<file path="config.mk">
export PLATFORM = sky130hd
export DESIGN_NAME = ssf_reg_writer
export DESIGN_NICKNAME = d
export VERILOG_FILES = /design/src/rtl/ssf_reg_writer.sv
export SDC_FILE = /design/constraint.sdc
export NUM_CORES = 1
export LEC_CHECK = 0
export CAP_MARGIN = 40
export CORE_UTILIZATION = 45
export CTS_CLUSTER_DIAMETER = 150
export DETAILED_ROUTE_END_ITERATION = 10
export HOLD_SLACK_MARGIN = 0.06
export PLACE_DENSITY = 0.85
export SYNTH_ARGS = -nofsm -noshare
export SYNTH_HDL_FRONTEND = slang
export SYNTH_SLANG_ARGS = --single-unit
export TNS_END_PERCENT = 50
</file>
<file path="constraint.sdc">
create_clock -name clk -period 1.78 [get_ports clk]
set_clock_uncertainty 0.05 [all_clocks]
set_input_delay 0.356 -clock clk [delete_from_list [all_inputs] [get_ports clk]]
set_output_delay 0.356 -clock clk [all_outputs]
set_load 0.01 [all_outputs]
</file>
<file path="src/rtl/ssf_reg_writer.sv">
// SSF bank/SRAM control register front end: synchronises and glitch-filters the
// Mega Drive bus strobes, then commits lower-byte writes into the register file.
module ssf_reg_writer #(
    parameter int unsigned SYNC_STAGES   = 2,
    parameter int unsigned FILTER_CYCLES = 3,
    parameter logic [4:0]  REG_BASE      = 5'b01111
) (
    input  logic        clk,
    input  logic        vres,
    input  logic [8:1]  cart_address,
    input  logic [7:0]  cart_data,
    input  logic        tme,
    input  logic        lwr,
    input  logic        cas0,
    input  logic        ce_0,
    output logic        sram_enabled,
    output logic        sram_writable,
    output logic [41:0] banks,
    output logic        wr_strobe,
    output logic [2:0]  wr_index
);

    localparam int unsigned CNT_W = (FILTER_CYCLES < 2) ? 1 : $clog2(FILTER_CYCLES + 1);
    localparam logic [CNT_W-1:0] CNT_MAX = CNT_W'(FILTER_CYCLES);
    localparam logic [41:0] BANK_RESET = {6'd7, 6'd6, 6'd5, 6'd4, 6'd3, 6'd2, 6'd1};

    localparam logic [1:0] IDLE    = 2'd0;
    localparam logic [1:0] QUAL    = 2'd1;
    localparam logic [1:0] COMMIT  = 2'd2;
    localparam logic [1:0] RELEASE = 2'd3;

    // Strobe order within each stage: {tme, lwr, cas0, ce_0}
    logic [SYNC_STAGES-1:0][3:0] sync_q;
    logic                        tme_s, lwr_s, cas0_s, ce_0_s;

    logic [8:1]       addr_q;
    logic [5:0]       data_q;
    logic [1:0]       state_q, state_d;
    logic [CNT_W-1:0] cnt_q, cnt_d;
    logic [2:0]       idx_q, idx_d;
    logic [5:0]       wdat_q, wdat_d;
    logic             qual;

    logic unused_data;
    assign unused_data = ^cart_data[7:6];

    assign {tme_s, lwr_s, cas0_s, ce_0_s} = sync_q[SYNC_STAGES-1];

    assign qual = !tme_s && !lwr_s && cas0_s && ce_0_s && (addr_q[8:4] == REG_BASE);

    always_ff @(posedge clk or negedge vres) begin
        if (!vres) begin
            sync_q <= '1;
            addr_q <= '0;
            data_q <= '0;
        end else begin
            sync_q <= {sync_q[SYNC_STAGES-2:0], {tme, lwr, cas0, ce_0}};
            addr_q <= cart_address;
            data_q <= cart_data[5:0];
        end
    end

    always_comb begin
        state_d = state_q;
        cnt_d   = cnt_q;
        idx_d   = idx_q;
        wdat_d  = wdat_q;
        case (state_q)
            IDLE: begin
                if (qual) begin
                    state_d = QUAL;
                    cnt_d   = CNT_W'(1);
                    idx_d   = addr_q[3:1];
                    wdat_d  = data_q;
                end
            end
            QUAL: begin
                if (!qual) begin
                    state_d = IDLE;
                    cnt_d   = '0;
                end else if (cnt_q < CNT_MAX) begin
                    cnt_d  = cnt_q + CNT_W'(1);
                    idx_d  = addr_q[3:1];
                    wdat_d = data_q;
                end else begin
                    state_d = COMMIT;
                end
            end
            COMMIT: begin
                state_d = RELEASE;
                cnt_d   = '0;
            end
            RELEASE: begin
                // Hold here until the bus cycle ends so a long lwr commits only once
                if (lwr_s || tme_s) begin
                    state_d = IDLE;
                end
            end
            default: begin
                state_d = IDLE;
                cnt_d   = '0;
            end
        endcase
    end

    always_ff @(posedge clk or negedge vres) begin
        if (!vres) begin
            state_q <= IDLE;
            cnt_q   <= '0;
            idx_q   <= '0;
            wdat_q  <= '0;
        end else begin
            state_q <= state_d;
            cnt_q   <= cnt_d;
            idx_q   <= idx_d;
            wdat_q  <= wdat_d;
        end
    end

    always_ff @(posedge clk or negedge vres) begin
        if (!vres) begin
            sram_enabled  <= 1'b0;
            sram_writable <= 1'b0;
            banks         <= BANK_RESET;
            wr_strobe     <= 1'b0;
            wr_index      <= 3'd0;
        end else begin
            wr_strobe <= (state_q == COMMIT);
            if (state_q == COMMIT) begin
                wr_index <= idx_q;
                if (idx_q == 3'd0) begin
                    sram_enabled  <= wdat_q[0];
                    sram_writable <= wdat_q[1];
                end
                for (int n = 1; n < 8; n++) begin
                    if (idx_q == 3'(n)) begin
                        banks[6*n-6 +: 6] <= wdat_q;
                    end
                end
            end
        end
    end

endmodule

</file>
## Yosys cells after proc, flatten, opt, wreduce, memory -nomap -nowiden

Index checks and enable logic that the tools add are counted.

- Flip-flop bits (word level): 83
- Bits of input ports: 22
- Output and inout bits: 48
- Word-level logic and storage cells: 76

- Add/subtract/negate cells: 1
- Order comparisons: 1
- Equal/unequal tests: 17
- Muxes and demuxes: 16
- Reduce and logical (&&, ||, !) cells: 22

Operator list:

| cell | count |
|---|---|
| two-way mux 6 bit | 3 |
| AND reduction 2 bit | 8 |
| equality test 3 bit, second input constant | 4 |
| two-way mux 2 bit | 6 |
| case mux 6 bit (2 select lines) | 1 |
| two-way mux 3 bit | 3 |
| inequality test 2 bit, second input constant | 4 |
| case mux 2 bit (4 select lines) | 1 |
| equality test 3 x 2 -> 1 bit, second input constant | 2 |
| inequality test 3 bit, second input constant | 2 |
| case mux 2 bit (3 select lines) | 1 |
| case mux 3 bit (2 select lines) | 1 |
| AND reduction 3 bit | 2 |
| equality test 5 x 4 -> 1 bit, second input constant | 1 |
| equality test 2 bit, second input constant | 2 |
| logical AND 1 bit | 4 |
| AND reduction 4 bit | 1 |
| equality test 3 x 1 -> 1 bit, second input constant | 1 |
| logical NOT 3 bit | 1 |
| nonzero test 3 bit | 1 |
| adder 2 x 1 -> 2 bit, second input constant | 1 |
| equality test 2 x 1 -> 1 bit, second input constant | 1 |
| logical NOT 1 bit | 2 |
| logical NOT 2 bit | 1 |
| 3 further kinds | 3 |

## Longest topological paths before layout

- Depth in word-level cells: 7
- Depth in mapped cells: 6
- Gate-level depth less buffers: 6

## Least setup slack after synthesis

Ideal clock, no wire load.

- Path kind: reg2reg
- From: register with a tool-made name
- To: register state_q[0]
- Setup time: 0.079 ns
- Arrival: 1.721 ns
- Required time: 1.651 ns
- Path slack: -0.070 ns
- Stages on the path, launching flop included: 7
- Buffers on the path: 0
- Period minus slack after synthesis: 1.850 ns
- Path through: dfrtp_1 inv_1 ha_1 inv_1 or4_4 o211ai_1 mux2i_1

RTL lines:

| what | RTL line | text |
|---|---|---|
| end signal: assignment | 113 | `state_q <= state_d;` |
| end: declaration | 38 | `logic [1:0] state_q, state_d;` |

## Final worst setup path

- From: register sync_q (netlist bit ce_0_s)
- To: register cnt_q[0]

- Word-level cells in the longest chain between the ends: 4
- Elaborated cells between the ends (all ways): 7
- Classes of those cells: 2 x eq/ne; 2 x mux; 3 x reduce/logical

RTL lines:

| what | RTL line | text |
|---|---|---|
| start: declaration | 33 | `logic [SYNC_STAGES-1:0][3:0] sync_q;` |
| start signal: assignment | 57 | `sync_q <= {sync_q[SYNC_STAGES-2:0], {tme, lwr, cas0, ce_0}};` |
| logical AND 1 bit * (2 in series) | 49 | `assign qual = !tme_s && !lwr_s && cas0_s && ce_0_s && (addr_q[8:4] == REG_BASE);` |
| inequality test 3 bit (no line), or another cell as far along | n/a |  |
| AND reduction 3 bit (no line) or case mux 2 bit (3 select lines) (tied branches) | n/a |  |
| end signal: assignment | 114 | `cnt_q <= cnt_d;` |
| end: declaration | 39 | `logic [CNT_W-1:0] cnt_q, cnt_d;` |

Every way passes the cells marked *; elsewhere a longest branch is shown, timed or not.
A chain may end at the register's enable or synchronous reset.

==> results_dict.tcl <==
set metrics [dict create \
    run_status "finished with violations" \
    failed_checks "DRC, setup timing" \
    io_buffers 67 \
    leakagePower_nw 1.97 \
    wirelength_um 5770 \
    period_share_pct 105 \
    synthArstFlopShare_pct 100 \
    place_congestion 0.833 \
    maxSlewHeadroom_pct 66.5 \
    period_minus_slack_ns 1.87 \
    cts_max_level 3 \
    synth_area_leader_cell "dfrtp_1" \
    die_area_um2 7220 \
    fill_cells 469 \
    grt_max_degree 38 \
    placed_cell_area_um2 3990 \
    vias_per_cell 5.07 \
    path_class "reg -> reg" \
    drv_cap 0 \
    synth_cell_types 29 \
    num_vias 1839 \
    ys_seq_area_share_pct 67.9 \
    n_antenna_cell 0 \
    dieWidth_um 85.0 \
    rows 29 \
    cts.sinks 83 \
    synthFlopType "dfrtp_1" \
    dpl.hpwl_um 3930 \
    cts-root-buf "clkbuf_8" \
    cp_top_family "simple AND/OR/NAND/NOR gates" \
    antenna_found_initial 0 \
    postLayoutCellArea_um2 4240 \
    ys_seq_elements 83 \
    synth_top_cells_by_count "dfrtp_1 (63), mux2_2 (57), dfstp_2 (20)" \
    p_sw_share_pct 25.3 \
    grtUsageTotal_pct 17.8 \
    clock_latency_ns 0.33 \
    ir_drop_v 0.000546 \
    worst_pin_slew_ns 0.498 \
    hold_ws_ns 0.309 \
    finalPower_w 0.00359 \
    cts_tree "built" \
    worstHoldPathType "reg -> reg" \
    synthCells 189 \
    synth_edf_count 0 \
    end_kind "flop" \
    fmax_ghz 0.534 \
    avgSynthCellArea_um2 16.4 \
    rsz0062_at_grt "true" \
    drcViolationCount 6 \
    gr-total-overflow 0 \
    cp.arrival_ns 2.04 \
    synth_area_leaders "dfrtp_1 (51%), mux2_2 (21%), dfstp_2 (17%)" \
    initial_utilization_pct 47.7 \
    grt_pass1_vias 1896 \
    drive_gt1_share_pct 42.7 \
    synth_top_cell_area_share_pct 50.9 \
    grt_first_pass_wirelength_um 9690 \
    powerDensity_nw_per_um2 847 \
    layout.nets 309 \
    critPathLaunchType "flop" \
    drt_pass1_iterations 10 \
    p_int_w 0.00268 \
    crit_chain "nand4b_1 -> or3_4 -> a211oi_4 -> mux2_2" \
    ant_nets 0 \
    cpMaxStageDelayCell "dfstp_2" \
    power.share.sequential_pct 56.5 \
    hold_viol_final 0 \
    synth_area_um2 3100 \
    synthToLayoutAreaGrowth_pct 36.7 \
    final-setup-viol-count 13 \
    syn-num-nets 217 \
    p_clk_share_pct 31.9 \
    p_comb_share_pct 11.7 \
    cts.path.max_buffers 2 \
    path_buf_inv 0 \
    clk_pin_slew_ns 0.08 \
    synth_warnings 0 \
    cts_buffers 9 \
    ios 70 \
    coreArea_um2 6490 \
    maxSlewViolCount 0 \
    power.switching_w 0.000906 \
    routedWlPerCell_um 15.9 \
    max_stage_delay_ns 0.53 \
    first_iter_violations 83 \
    crit_fanout 3 \
    yosysMostFrequentCell "dfrtp_1" \
    cp.required_ns 1.94 \
    worst_slack_ns -0.0909 \
    die_h_um 85.0 \
]
-- power groups by stage --
stage / combinational [W] / clock [W] / sequential, W
2_1_floorplan: 0.000222 / 0 / 0.00202
3_5_place_dp: 0.000372 / 0 / 0.00205
5_1_grt: 0.000459 / 0.00127 / 0.00203
6_report: 0.000418 / 0.00114 / 0.00203
4_1_cts: 0.000412 / 0.00117 / 0.00202
3_3_place_gp: 0.000359 / 0 / 0.00205
-- cells by family after synthesis --
group           synth area share, %
compound gates                 1.98
buf+inv                       0.969
flops                          67.9
fa+ha+maj                      2.42
simple gates                   5.73
mux                            21.0
-- stage by stage --
stage,utilization (%),instances,setup slack [ns],TNS (ns)
floorplan,-,189,-0.0393,-0.0901
global placement,61.5,344,-0.0537,-0.372
detailed placement,61.5,344,-0.0960,-0.755
CTS,64.7,361,-0.100,-0.820
global route,65.2,363,-0.144,-1.56
finish,65.2,363,-0.0909,-0.773
-- final timing paths --
check	from	to	slack, ns	depth (start not counted)
setup / recovery	ce_0_s	cnt_q[0]	-0.09	4
hold / removal	sync_q[3]	sync_q[7]	0.31	0
min in group asynchronous	vres	addr_q[8]	0.45	2
setup reg to reg	ce_0_s	cnt_q[0]	-0.09	4
hold reg to reg	sync_q[3]	sync_q[7]	0.31	0
max in group asynchronous	vres	banks[13]	0.60	3
-- final cells by class --
| class | count | area (µm²) | share of cell area, % |
|---|---|---|---|
| timing repair buffer | 85 | 820 | 19.4 |
| multi-input combinational | 98 | 1040 | 24.5 |
| clock inverter | 5 | 31.3 | 0.739 |
| tap | 77 | 96.3 | 2.27 |
| clock buffer | 11 | 131 | 3.10 |
| sequential | 83 | 2100 | 49.7 |
| inverter | 4 | 15.0 | 0.355 |
-- layout by cell type, fill, tap and decap left out, types with 2 or more instances in the layout --
cell type	Yosys	routed
buf_12	0	2
buf_4	0	15
clkbuf_1	4	2
clkbuf_8	0	9
clkdlybuf4s50_1	0	54
clkinv_2	0	3
dfrtp_1	63	62
dfstp_2	20	20
dlygate4sd2_1	0	12
ha_1	6	4
ha_4	0	2
inv_1	4	2
inv_2	0	2
mux2_2	57	48
mux2_4	0	9
nand2_1	4	4
nand4b_1	4	4
nor2_1	4	4
nor3_1	3	2
nor3b_2	2	2
-- state kept, by name, summed over array words and instances (netlist names), 2 cells and up, named ones only --
| register | flops |
|---|---|
| addr_q | 8 |
| banks | 42 |
| cnt_q | 2 |
| data_q | 6 |
| idx_q | 3 |
| sync_q | 5 |
| wdat_q | 6 |
| wr_index | 3 |
-- what timing repair did --
action                                  4_1_cts  5_1_grt
pin swaps                                     2        2
setup buffers                                 0        2
resized for setup                            26        3
hold endpoints to repair                     21        0
hold buffers                                  1        0
endpoints found under the setup margin       31       38
-- metal layers --
metal	track usage [%]	vias up	part of all wire, %
met3	3.11	2	3.1
met2	27.6	44	49
met1	24.9	939	47
met5	0	-	0
met4	7.40	0	0.71
li1	-	854	-
No activity file was read; power rests on OpenSTA's default activity.
